## config.mk

```make
export PLATFORM = sky130hd
export DESIGN_NAME = maxheap_feeder
export DESIGN_NICKNAME = d
export VERILOG_FILES = /design/src/rtl/maxheap_feeder.sv
export SDC_FILE = /design/constraint.sdc
export NUM_CORES = 1
export LEC_CHECK = 0
export BUFFER_PORTS_ARGS = -buffer_cell sky130_fd_sc_hd__buf_2
export CORE_MARGIN = 2
export CORE_UTILIZATION = 49
export CTS_BUF_LIST = sky130_fd_sc_hd__clkbuf_4
export DETAILED_ROUTE_END_ITERATION = 10
export PLACE_DENSITY = 0.84
export SLEW_MARGIN = 20
export SYNTH_ARGS = -nofsm -noshare
export SYNTH_HDL_FRONTEND = slang
export SYNTH_SLANG_ARGS = --single-unit
```

## constraint.sdc

```tcl
create_clock -name sink_clk -period 1.8 [get_ports sink_clk]
set_input_delay 0.09 -clock sink_clk [delete_from_list [all_inputs] [get_ports sink_clk]]
set_output_delay 0.09 -clock sink_clk [all_outputs]
set_load 0.05 [all_outputs]
```

## src/rtl/maxheap_feeder.sv

```systemverilog
// maxheap_feeder: turns a framed signed sample stream into (index, |sample|) entries for the top-N heap.
// Optional build macro MAXHEAP_FEEDER_THRESH_EN adds a 'thresh' port that suppresses small magnitudes.
module maxheap_feeder #(
  parameter int DATA_WIDTH   = 10,
  parameter int PRIO_WIDTH   = 32,
  parameter int SAMPLE_WIDTH = 16,
  parameter int FRAME_LEN    = 1024
) (
  input  logic                    sink_clk,
  input  logic                    reset,
  input  logic                    in_valid,
  output logic                    in_ready,
  input  logic [SAMPLE_WIDTH-1:0] in_sample,
  input  logic                    in_sof,
  output logic                    src_valid,
  output logic [DATA_WIDTH-1:0]   src_data,
  output logic [PRIO_WIDTH-1:0]   src_prio,
  output logic                    heap_clear,
  output logic                    frame_done,
  output logic                    sof_err,
  output logic [15:0]             drop_cnt
`ifdef MAXHEAP_FEEDER_THRESH_EN
  ,
  input  logic [PRIO_WIDTH-1:0]   thresh
`endif
);

  typedef enum logic [1:0] {IDLE, CLEAR, RUN, DONE} state_t;

  localparam logic [DATA_WIDTH-1:0] LAST_IDX = DATA_WIDTH'(FRAME_LEN - 1);

  state_t                  state_q, state_d;
  logic [DATA_WIDTH-1:0]   idx_q, idx_d;
  logic                    src_valid_q, src_valid_d;
  logic [DATA_WIDTH-1:0]   src_data_q, src_data_d;
  logic [PRIO_WIDTH-1:0]   src_prio_q, src_prio_d;
  logic                    sof_err_q, sof_err_d;
  logic [15:0]             drop_cnt_q, drop_cnt_d;

  logic                    run_beat;
  logic                    fwd;
  logic [SAMPLE_WIDTH:0]   sample_ext;
  logic [SAMPLE_WIDTH:0]   mag;
  logic [PRIO_WIDTH-1:0]   prio;

  // One extra bit lets the most negative sample map to its exact magnitude.
  always_comb begin
    sample_ext = {in_sample[SAMPLE_WIDTH-1], in_sample};
    mag        = sample_ext[SAMPLE_WIDTH] ? (~sample_ext + (SAMPLE_WIDTH+1)'(1)) : sample_ext;
    prio       = PRIO_WIDTH'(mag);
  end

  always_comb begin
    state_d    = state_q;
    idx_d      = idx_q;
    sof_err_d  = 1'b0;
    drop_cnt_d = drop_cnt_q;
    in_ready   = 1'b0;
    case (state_q)
      IDLE: begin
        in_ready = ~in_sof;
        if (in_valid && !in_sof && drop_cnt_q != 16'hFFFF) drop_cnt_d = drop_cnt_q + 16'd1;
        if (in_valid && in_sof) state_d = CLEAR;
      end
      CLEAR: begin
        idx_d   = '0;
        state_d = RUN;
      end
      RUN: begin
        // A sof at idx 0 is the legitimate first sample; anywhere else it aborts the frame.
        in_ready = ~(in_sof && idx_q != '0);
        if (in_valid && in_ready) begin
          idx_d = idx_q + DATA_WIDTH'(1);
          if (idx_q == LAST_IDX) state_d = DONE;
        end else if (in_valid && in_sof && idx_q != '0) begin
          sof_err_d = 1'b1;
          state_d   = CLEAR;
        end
      end
      DONE:    state_d = IDLE;
      default: state_d = IDLE;
    endcase
  end

  assign run_beat = in_valid && in_ready && (state_q == RUN);

  always_comb begin
    fwd = run_beat;
`ifdef MAXHEAP_FEEDER_THRESH_EN
    fwd = run_beat && (prio > thresh);
`endif
    src_valid_d = fwd;
    src_data_d  = fwd ? idx_q : src_data_q;
    src_prio_d  = fwd ? prio  : src_prio_q;
  end

  always_ff @(posedge sink_clk) begin
    if (reset) begin
      state_q     <= IDLE;
      idx_q       <= '0;
      src_valid_q <= 1'b0;
      src_data_q  <= '0;
      src_prio_q  <= '0;
      sof_err_q   <= 1'b0;
      drop_cnt_q  <= '0;
    end else begin
      state_q     <= state_d;
      idx_q       <= idx_d;
      src_valid_q <= src_valid_d;
      src_data_q  <= src_data_d;
      src_prio_q  <= src_prio_d;
      sof_err_q   <= sof_err_d;
      drop_cnt_q  <= drop_cnt_d;
    end
  end

  assign src_valid  = src_valid_q;
  assign src_data   = src_data_q;
  assign src_prio   = src_prio_q;
  assign sof_err    = sof_err_q;
  assign drop_cnt   = drop_cnt_q;
  assign heap_clear = (state_q == CLEAR);
  assign frame_done = (state_q == DONE);

endmodule
```

# Yosys cells after proc, flatten, opt, wreduce, memory -nomap -nowiden
# Cells that the tools add are included.
# W data, S select, Z words.
# word_totals
romBits,0
output_inout_bits,63
mem_count,0
ff_bits,57
input_bits,20
latch_bits,0
ramBits,0
# classes
n_div,0
n_mux,10
addsub,3
bitwise_logic,4
multipliers,0
reduce_logical,16
shift,0
eq_ne,9
magnitude_cmp,0
# ops
operator,n
$pmux W10 S2,1
$add A17 B1 Y17 const B,1
$mux W17,1
$not A17 Y17,1
$add A16 B1 Y16 const B,1
$ne A16 B16 Y1 const B,1
$add A10 B1 Y10 const B,1
$eq A10 B10 Y1 const B,1
$mux W10,1
$reduce_bool A10 Y1,1
$logic_and A1 B1 Y1,8
$mux W2,4
$pmux W2 S4,1
$ne A3 B3 Y1 const B,2
$eq A2 B2 Y1 const B,2
$ne A2 B2 Y1 const B,2
$reduce_and A2 Y1,2
$not A1 Y1,3
$reduce_and A3 Y1,1
$reduce_or A3 Y1,1
$eq A2 B1 Y1 const B,1
$logic_not A2 Y1,1
$pmux W1 S2,1
$reduce_bool A2 Y1,1
other kinds (2),2

# Longest topological paths before layout
# Gate-level depths: netlist (run 1).
# depth
word_depth,6
mapped_depth,7

# Worst setup path before layout (run 1)
# Ideal clock, no wire load.
# synth_timing
path_kind,register -> output
from,register idx_q[4]
to,output in_ready
stages_incl_launch_ff,4
t_required_ps,1710
slack_ps,-456
arrival_time_ps,2166
path_cell_list,dfxtp_1 -> or4_4 -> or4_1 -> a21oi_1
# synth_via
elab_chain_len,4
# synth_lines
item,line_no,source
from (decl),33,"logic [DATA_WIDTH-1:0] idx_q, idx_d;"
from (signal assigned),108,idx_q <= idx_d;
$reduce_bool A10 Y1,71,in_ready = ~(in_sof && idx_q != '0);
$logic_and A1 B1 Y1,71,
$not A1 Y1,71,
$pmux W1 S2,59,case (state_q)
to (decl),12,"output logic in_ready,"
# Every way passes these cells.

# Final worst setup path (run 1)
# layout_timing
from,register idx_q[8]
to,register idx_q[1]
# layout_via
elab_chain_len,6
# layout_lines
item,line_no,source
$reduce_bool A10 Y1,71,
$logic_and A1 B1 Y1,71,
$not A1 Y1,71,
$logic_and A1 B1 Y1,72,if (in_valid && in_ready) begin
$ne A2 B2 Y1 (no source line),--,
$reduce_and A2 Y1 (no source line),--,
# Every way passes these cells.
# A chain may end at the register's enable or synchronous reset.

==> results of run 1 <==
Yosys cell counts, types with 9 or more instances:
cell and instances:
dfxtp_1 57, a21oi_1 39, nand3_1 27, o21ai_0 20, clkbuf_1 18, nor2_1 17
a211oi_1 15, buf_4 15, inv_1 13, nand2_1 13, nand4_1 11, xor2_1 11
mux2_2 9
cells by family after synthesis:
logic type | after synthesis | synth area share (%)
buffers and inverters | 51 | 8.208
AO/OA/AOI/OAI | 107 | 22.63
flip-flops | 57 | 37.06
AND/OR/NAND/NOR | 122 | 22.63
other | 1 | 0.1218
multiplexers | 13 | 4.592
XOR/XNOR | 11 | 3.129
adder cells (fa/ha/maj) | 4 | 1.625
power groups by stage:
stage | clock network, mW | logic, mW | registers, mW
6_report | 1.11 | 0.531 | 1.30
3_5_place_dp | 0 | 0.410 | 1.32
2_1_floorplan | 0 | 0.256 | 1.38
3_3_place_gp | 0 | 0.400 | 1.32
5_1_grt | 1.17 | 0.557 | 1.31
4_1_cts | 1.10 | 0.488 | 1.30
metrics by stage:
stage	TNS [ns]	instance area [sq um]	hold WS, ns	setup WS (ns)	total power [mW]
final	-10.26	4798	0.02121	-0.3727	2.941
after global routing	-11.52	4798	0.005512	-0.4233	3.031
after CTS	-7.156	4569	0.01411	-0.3779	2.889
after detailed placement	-2.450	3766	0.4293	-0.1323	1.734
after global placement	-0.7251	3766	0.4035	-0.08425	1.723
after floorplan	-0.1659	3179	0.2377	-0.04892	1.636
routing by layer:
layer	vias up	wire, microns
met5	-	0
met4	0	393
met3	39	839
met2	225	5609
met1	1710	4244
li1	1586	-
placed cells by master, fill, tap and decap left out, types with 5 or more instances in the layout:
cell	instances
buf_2	65
buf_4	39
dfxtp_1	35
dfxtp_2	22
a21oi_2	19
nor2_1	16
buf_6	16
conb_1	15
a211oi_2	14
inv_1	13
a21oi_4	11
nand2_1	11
nand3_1	11
nand4_1	11
o21ai_0	11
xor2_1	11
clkbuf_4	11
a21oi_1	9
mux2_2	9
nand3_4	8
nand3_2	8
o31ai_1	8
nor2b_1	8
o41ai_1	7
o21ai_1	7
or3_1	6
or4_1	5
worst max path at each step:
stage | to | slack [ns] | startpoint
finish | idx_q[1]$_SDFFE_PP0P_ | -0.37 | idx_q[8]$_SDFFE_PP0P_
global route | in_ready | -0.42 | idx_q[0]$_SDFFE_PP0P_
CTS | in_ready | -0.38 | idx_q[3]$_SDFFE_PP0P_
detailed placement | idx_q[6]$_SDFFE_PP0P_ | -0.13 | idx_q[8]$_SDFFE_PP0P_
global placement | idx_q[5]$_SDFFE_PP0P_ | -0.08 | idx_q[8]$_SDFFE_PP0P_
floorplan | idx_q[5]$_SDFFE_PP0P_ | -0.05 | idx_q[8]$_SDFFE_PP0P_
critical path: stages, from the launching register on:
cell	delay, ns
dfxtp_2	0.34
or4_4	0.54
buf_6	0.14
o31a_1	0.28
buf_6	0.15
buf_6	0.13
o211ai_1	0.35
a21oi_2	0.14
state kept, by name (all words and copies together), names as in the netlist:
register   flops
state_q        2
src_valid      1
src_data      10
drop_cnt      16
sof_err        1
src_prio      17
idx_q         10
final cells by class:
type	count	area (sq um)	share of cell area, %
multi-input cells	272	2321	48.37
flip-flops and latches	57	1169	24.35
inverters	13	48.80	1.017
repair buffers	131	1003	20.91
clock inverters	5	80.08	1.669
clock buffers	11	82.58	1.721
well taps	75	93.84	1.956
what timing repair did:
action                                  4_1_cts  5_1_grt
hold buffers                                  1        0
endpoints found under the setup margin       43       49
resized for setup                            93       62
hold endpoints to repair                      1        0
cloned                                        5        0
buffers inserted                             16        3
pin swaps                                    50       39
==> reports/results.ini, run 1 <==
[outcome]
status = finished, violations left
violations = setup timing

[floorplanning]
die_width_microns = 83.27
row_count = 28
design.core.area_sq_um = 5991
io_pins = 83
start_util_pct = 51.40
die_area_sq_um = 6934
die_h_microns = 83.27

[pwr]
pwr-share-comb_pct = 18.0
swShare_pct = 30.52
switching_power_mw = 0.8975
intPower_mw = 2.043
seqPwrFrac_pct = 44.3
p_leak_nw = 1.884
power.density_nw_per_um2 = 612.9
pwr-share-clk_pct = 37.7
peakVddDrop_mv = 0.5368

[layout]
n_fill_cell = 361
num_antenna_cells = 0
layout-drive-gt1-share_pct = 55.42
final_cell_count_no_fill = 564
final_net_count = 508
area_delta_synth_final_pct = 55.83
utilization_pct = 80.10

[yosys]
synth_area_sq_um = 3079
synth_seq_cells = 57
ys.flop_type = dfxtp_1
yosysUniqueCellTypes = 47
synthCells = 366
synth_warnings = 0
synth_top_area_share_pct = 37.06
syn_area_per_cell_sq_um = 8.413
yosysTopAreaCell = dfxtp_1
async_reset_ff_share_pct = 0
synth_area_leaders = dfxtp_1 (37%), a21oi_1 (6.3%), nand3_1 (4.4%), a211oi_1 (3.7%), buf_4 (3.7%)
yosysSeqAreaShare_pct = 37.06
synth-edff-count = 0

[global_route]
grt.total_usage_pct = 29.96
antenna_found_initial = 0
first_global_vias = 3398
met3_usage_pct = 7.555
grt_max_degree = 31
top_usage_layer = met2
grt-ovfl-total = 0
grt_pass1_wl_microns = 16890
use_met2_pct = 51.17
use_met1_pct = 36.88

[critical_path]
r2r_slack_ns = -0.37
start_kind = flip-flop
path_class = flip-flop to flip-flop
critical_path_arrival_ns = 2.47
r2r-start = idx_q[8]$_SDFFE_PP0P_
r2r-end = idx_q[1]$_SDFFE_PP0P_
cp_data_required_time_ns = 2.10
endpoint_kind = flip-flop
r2r_cells = 7
cp_max_fo = 7

[clocking]
clockBufferDepth = 2
cts_made_buffers = 9
clock-sinks = 57
path_clk_slew_ns = 0.11
insertion_delay_ns = 0.41
cts_tree = yes
clock-root-buffer = clkbuf_4
htree_levels = 3

[detailed_routing]
drt-total-wl_microns = 11090
vias_per_cell = 6.312
antenna_left = 0
drt_iter0_drc = 263
vias = 3560
drc = 0
wl_per_cell_microns = 19.66
first_pass_iters = 5

[sta]
drv_slew = 0
slew_headroom_pct = 56.64
clock_skew_ns = 0.01923
worst_slew_pin_slew_ns = 0.6504
rsz0062_at_grt = yes
hold_violations = 0
setup_viol = 41
fin_crit_ns = 2.173
period_share_pct = 120.7
max_freq_mhz = 460.3
setup_slack_ns = -0.3727

[job]
max_cap_viol_count = 0

[place]
placedCellCount = 527
hpwl_microns = 5917
io_buffers = 67
place_congestion = 0.8664

[worst_hold_path]
min_to = src_prio[2]$_SDFFE_PP0P_
hold_path_depth = 3
hold_path_class = input port to flip-flop
hold_start = in_sample[2]

Note: power is estimated with default switching activity, not from simulation.
==> run 2, diff against run 1 <==
--- a/config.mk
+++ b/config.mk
@@ -11,6 +11,7 @@
 export CTS_BUF_LIST = sky130_fd_sc_hd__clkbuf_4
 export DETAILED_ROUTE_END_ITERATION = 10
 export PLACE_DENSITY = 0.84
+export SKIP_CTS_REPAIR_TIMING = 1
 export SLEW_MARGIN = 20
 export SYNTH_ARGS = -nofsm -noshare
 export SYNTH_HDL_FRONTEND = slang
==> constraint.sdc (replaced) <==
create_clock -name sink_clk -period 1.8 [get_ports sink_clk]
set_input_delay 0.18 -clock sink_clk [delete_from_list [all_inputs] [get_ports sink_clk]]
set_output_delay 0.18 -clock sink_clk [all_outputs]
set_load 0.05 [all_outputs]
==> reports/results.ini, run 2 (synthesized netlist as in run 1, its figures left out) <==
[outcome]
status = finished, violations left
violations = setup timing

[layout]
most-common-layout-cells = buf_2 (65), buf_4 (50), dfxtp_1 (35)
final_common_cell = buf_2
final-seq-area_sq_um = 1169  ; unchanged
area_delta_synth_final_pct = 39.62
layout-drive-gt1-share_pct = 44.56  ; -11 points
multi_input_area_sq_um = 1958  ; -16%
utilization_pct = 71.76  ; -8.3 points
n_fill_cell = 449  ; +24%
final_net_count = 506  ; -0.39%
largest_reg_flops = 17  ; unchanged
num_antenna_cells = 0  ; unchanged

[detailed_routing]
antenna_left = 0  ; unchanged
routedLengthMet1_microns = 3894  ; -8.2%
met3_length_microns = 560  ; -33%
wl_met2_microns = 4526  ; -19%
drc = 0  ; unchanged
drt-total-wl_microns = 9261  ; -16%
vias_per_cell = 6.004  ; -4.9%
first_pass_iters = 7  ; +2
wl_per_cell_microns = 16.48  ; -16%
highest_layer = met4
drt_iter0_drc = 250  ; -4.9%
vias = 3374  ; -5.2%

[clocking]
clock-sinks = 57  ; unchanged
clock-root-buffer = clkbuf_4
path_clk_slew_ns = 0.11  ; about the same
insertion_delay_ns = 0.42  ; about the same
cts_made_buffers = 9  ; unchanged
clockBufferDepth = 2  ; unchanged
cts_tree = yes
htree_levels = 3  ; unchanged

[sta]
whs_ns = 0.09333  ; +0.07213 ns
setup_viol = 40  ; -2.4%
fin_crit_ns = 2.331  ; +0.1582 ns
hold_violations = 0  ; unchanged
clock_skew_ns = 0.02319  ; +0.003967 ns
setup_slack_ns = -0.5309  ; -0.1582 ns
rsz0062_at_grt = yes
slew_headroom_pct = 63.88  ; +7.2 points
max_freq_mhz = 429.0  ; -6.8%
setup_tns_ns = -8.221  ; +2.035 ns
period_share_pct = 129.5  ; +8.8 points
worst_slew_pin_slew_ns = 0.5417  ; -0.1087 ns
drv_slew = 0  ; unchanged

[critical_path]
cp_max_fo = 3  ; -4
critical_path_arrival_ns = 2.15  ; -0.32 ns
start_kind = flip-flop
cp_data_required_time_ns = 1.62  ; -0.48 ns
path_class = flip-flop to primary output
crit_buf_inv = 1  ; -2
cp_top_family = simple AND/OR/NAND/NOR gates
cp_slowest_cell = or4_4
endpoint_kind = primary output
cp_cell_sequence = or4_4, or4_4, a21oi_4, buf_6
crit_top_cell = or4_4
slowest_delay_ns = 0.56  ; +0.02 ns

[floorplanning]
design.core.area_sq_um = 5991  ; unchanged
start_util_pct = 51.40  ; unchanged
die_width_microns = 83.27  ; unchanged
io_pins = 83  ; unchanged
die_area_sq_um = 6934  ; unchanged
row_count = 28  ; unchanged
die_h_microns = 83.27  ; unchanged

[pwr]
power.density_nw_per_um2 = 625.1  ; +2.0%
p_leak_nw = 1.774  ; -5.9%
peakVddDrop_mv = 0.4381  ; -18%

[global_route]
first_global_vias = 2900  ; -15%
antenna_found_initial = 0  ; unchanged
grt_pass1_wl_microns = 13400  ; -21%
grt_max_degree = 32  ; +3.2%
grt-ovfl-total = 0  ; unchanged
grt.total_usage_pct = 23.13  ; -6.8 points

[job]
max_cap_viol_count = 0  ; unchanged

[place]
place_congestion = 0.8878  ; +2.5%
io_buffers = 67  ; unchanged
hpwl_microns = 5820  ; -1.6%

[worst_hold_path]
hold_path_class = input port to flip-flop

## run 2: cell count changes in the layout (fill, tap and decap cells not counted), moves of 4 or more
cell / before / now
a211oi_2: 14 / 2
o21ai_2: 2 / 6
nand3_1: 11 / 25
a21oi_2: 19 / 6
a211oi_1: 1 / 13
a21oi_1: 9 / 32
buf_4: 39 / 50
buf_8: 4 / 0
o21ai_0: 11 / 7
a21oi_4: 11 / 1
nand3_4: 8 / 0
buf_6: 16 / 8
nand3_2: 8 / 2
## run 2: layer usage
layer	vias up	track usage (%)
li1	1592	-
met1	1600	30.41
met2	149	36.95
met3	33	6.064
met4	0	7.452
met5	-	0
## run 2: tightest hold or removal path: cells and delay by family
family          cells  cell delay, ns
compound gates      1            0.06
buf+inv             1            0.09
simple gates        2            0.14
## run 2: path summary, 6_finish.rpt
path / start / endpoint / slack (ns) / depth (start not counted)
min reg2reg: src_prio[15]$_SDFFE_PP0P_ / src_prio[15]$_SDFFE_PP0P_ / 0.47 / 2
min: in_sample[14] / src_prio[15]$_SDFFE_PP0P_ / 0.09 / 4
max: idx_q[8]$_SDFFE_PP0P_ / in_ready / -0.53 / 4
max reg2reg: idx_q[8]$_SDFFE_PP0P_ / idx_q[5]$_SDFFE_PP0P_ / -0.33 / 5
## run 2: power breakdown
part	switching [mW]	leakage (nW)	internal (mW)
combinational	0.314	1.23	0.152
sequential	0.0145	0.471	1.28
clock	0.487	0.0734	0.440
## run 2: final cells by class
| class | instances | share of cell area (%) |
|---|---|---|
| Multi-Input combinational cell | 273 | 45.55 |
| Sequential cell | 57 | 27.18 |
| Timing Repair Buffer | 128 | 20.95 |
| Tap cell | 75 | 2.183 |
| Clock buffer | 11 | 1.921 |
| Inverter | 13 | 1.135 |
| Clock inverter | 5 | 1.077 |
## run 2: per-stage QoR
step | worst slack [ns] | cells | area [sq um] | power, mW
3_3_place_gp | -0.1282 | 532 | 3844 | 1.740
4_1_cts | -0.5977 | 548 | 3973 | 2.637
3_5_place_dp | -0.1467 | 532 | 3844 | 1.750
5_1_grt | -0.5627 | 562 | 4299 | 2.778
2_1_floorplan | -0.1046 | 380 | 3231 | 1.641
6_report | -0.5309 | 562 | 4299 | 2.688
==> run 3, diff against run 2 <==
--- a/config.mk
+++ b/config.mk
@@ -7,10 +7,10 @@
 export LEC_CHECK = 0
 export BUFFER_PORTS_ARGS = -buffer_cell sky130_fd_sc_hd__buf_2
 export CORE_MARGIN = 2
-export CORE_UTILIZATION = 49
+export CORE_UTILIZATION = 40
 export CTS_BUF_LIST = sky130_fd_sc_hd__clkbuf_4
 export DETAILED_ROUTE_END_ITERATION = 10
-export PLACE_DENSITY = 0.84
+export PLACE_DENSITY = 0.72
 export SKIP_CTS_REPAIR_TIMING = 1
 export SLEW_MARGIN = 20
 export SYNTH_ARGS = -nofsm -noshare
==> reports/results.ini, run 3 (synthesized netlist as in run 1, its figures left out) <==
[layout]
utilization_pct = 58.81  ; -13 points
layout-drive-gt1-share_pct = 42.44  ; -2.1 points
final_common_cell = buf_2
num_antenna_cells = 0  ; unchanged
largest_reg_flops = 17  ; unchanged
area_delta_synth_final_pct = 40.76
most-common-layout-cells = buf_2 (65), buf_4 (46), dfxtp_1 (38)
final_net_count = 502  ; -0.79%

[outcome]
violations = setup timing
status = finished, violations left

[critical_path]
start_kind = flip-flop
cp_cell_sequence = or4_4, or4_4, a21oi_4, buf_6
cp_max_fo = 3  ; unchanged
endpoint_kind = primary output
crit_top_cell = or4_4
cp_data_required_time_ns = 1.62  ; about the same
path_class = flip-flop to primary output
critical_path_arrival_ns = 2.08  ; -0.07 ns
slowest_delay_ns = 0.54  ; -0.02 ns
cp_slowest_cell = or4_4

[job]
max_cap_viol_count = 0  ; unchanged

[pwr]
pwr-share-clk_pct = 40.4  ; +5.9 points
seqPwrFrac_pct = 44.0  ; -4.2 points
intPower_mw = 2.122  ; +13%
power.density_nw_per_um2 = 678.7  ; +8.6%
pwr-share-comb_pct = 15.6  ; -1.7 points
swShare_pct = 27.87  ; -2.5 points
peakVddDrop_mv = 0.3481  ; -21%
p_leak_nw = 1.797  ; +1.3%
switching_power_mw = 0.8198  ; +0.53%
p_total_mw = 2.941  ; +9.4%

[global_route]
antenna_found_initial = 0  ; unchanged
grt-ovfl-total = 0  ; unchanged
grt_max_degree = 33  ; +3.1%
grt.total_usage_pct = 19.53  ; -3.6 points
grt_pass1_wl_microns = 13500  ; +0.72%
use_met2_pct = 32.78  ; -4.2 points
first_global_vias = 2945  ; +1.6%
met3_usage_pct = 3.205  ; -2.9 points
use_met1_pct = 24.67  ; -5.7 points
top_usage_layer = met2

[clocking]
htree_levels = 3  ; unchanged
insertion_delay_ns = 0.41  ; about the same
cts_made_buffers = 9  ; unchanged
path_clk_slew_ns = 0.10  ; about the same
clockBufferDepth = 2  ; unchanged
clock-root-buffer = clkbuf_4
cts_tree = yes
clock-sinks = 57  ; unchanged

[worst_hold_path]
hold_path_class = input port to flip-flop

[sta]
drv_slew = 0  ; unchanged
rsz0062_at_grt = yes
setup_tns_ns = -3.135  ; +5.086 ns
whs_ns = 0.08780  ; -0.005531 ns
clock_skew_ns = 0.008373  ; -0.01482 ns
setup_slack_ns = -0.4627  ; +0.06821 ns
setup_viol = 38  ; -5.0%
period_share_pct = 125.7  ; -3.8 points
fin_crit_ns = 2.263  ; -0.06821 ns
max_freq_mhz = 441.9  ; +3.0%
hold_violations = 0  ; unchanged

[detailed_routing]
vias_per_cell = 5.567  ; -7.3%
wl_per_cell_microns = 14.85  ; -9.9%
drt-total-wl_microns = 8641  ; -6.7%
first_pass_iters = 4  ; -3
drc = 0  ; unchanged
drt_iter0_drc = 131  ; -48%
vias = 3240  ; -4.0%
antenna_left = 0  ; unchanged

[floorplanning]
die_area_sq_um = 8416  ; +21%
io_pins = 83  ; unchanged
design.core.area_sq_um = 7370  ; +23%
start_util_pct = 41.78  ; -9.6 points
die_h_microns = 91.74  ; +10%
row_count = 31  ; +11%
die_width_microns = 91.74  ; +10%

[place]
place_congestion = 0.8368  ; -5.7%
hpwl_microns = 5996  ; +3.0%
io_buffers = 67  ; unchanged
place_ws_ns = -0.1289  ; +0.01775 ns

## run 3: changes by cell type in the layout (fill, tap and decap cells not counted), moves of 3 or more
cell	before	now
a21oi_2	6	2
dfxtp_1	35	38
a21oi_1	32	36
o21ai_1	7	10
buf_4	50	46
o21ai_2	6	3
dfxtp_2	22	19
## run 3: routing by layer
layer	routed length, microns	part of all wire [%]	vias to the layer above
li1	-	-	1578
met1	3741	43	1541
met2	4269	49	109
met3	507	5.9	12
met4	123	1.4	0
met5	0	0	-
## run 3: per-stage QoR
step,area (sq um),std cells
CTS,4093,576
floorplan,3231,380
global placement,3916,560
global route,4334,582
finish,4334,582
detailed placement,3916,560
## run 3: final timing paths
path	slack, ns	depth (start not counted)	endpoint	start
worst max-delay path	-0.46	4	in_ready	idx_q[8]$_SDFFE_PP0P_
worst max register to register	-0.25	5	idx_q[5]$_SDFFE_PP0P_	idx_q[8]$_SDFFE_PP0P_
worst min register to register	0.47	2	src_data[4]$_SDFFE_PP0P_	src_data[4]$_SDFFE_PP0P_
worst min-delay path	0.09	3	src_prio[14]$_SDFFE_PP0P_	in_sample[14]
## run 3: final cells by class
cell class                 count  area, sq um
clock buffer                   9        67.56
sequential                    57         1165
inverter                      13        48.80
timing repair buffer         124        879.6
fill                         681         3035
tap                           99        123.9
multi-input combinational    273         1941
clock inverter                 7        108.9
## run 3: critical path, delay by kind of cell (launching register included)
family / cells / cell delay (ns)
buffers and inverters: 1 / 0.17
AO/OA/AOI/OAI: 1 / 0.14
AND/OR/NAND/NOR: 2 / 1.04
flip-flops: 1 / 0.33
## run 3: power groups by stage
stage	clock network (mW)	logic, mW	registers, mW
CTS	1.20	0.429	1.29
detailed placement	0	0.429	1.32
global placement	0	0.420	1.32
floorplan	0	0.262	1.38
global route	1.28	0.492	1.30
finish	1.19	0.459	1.30
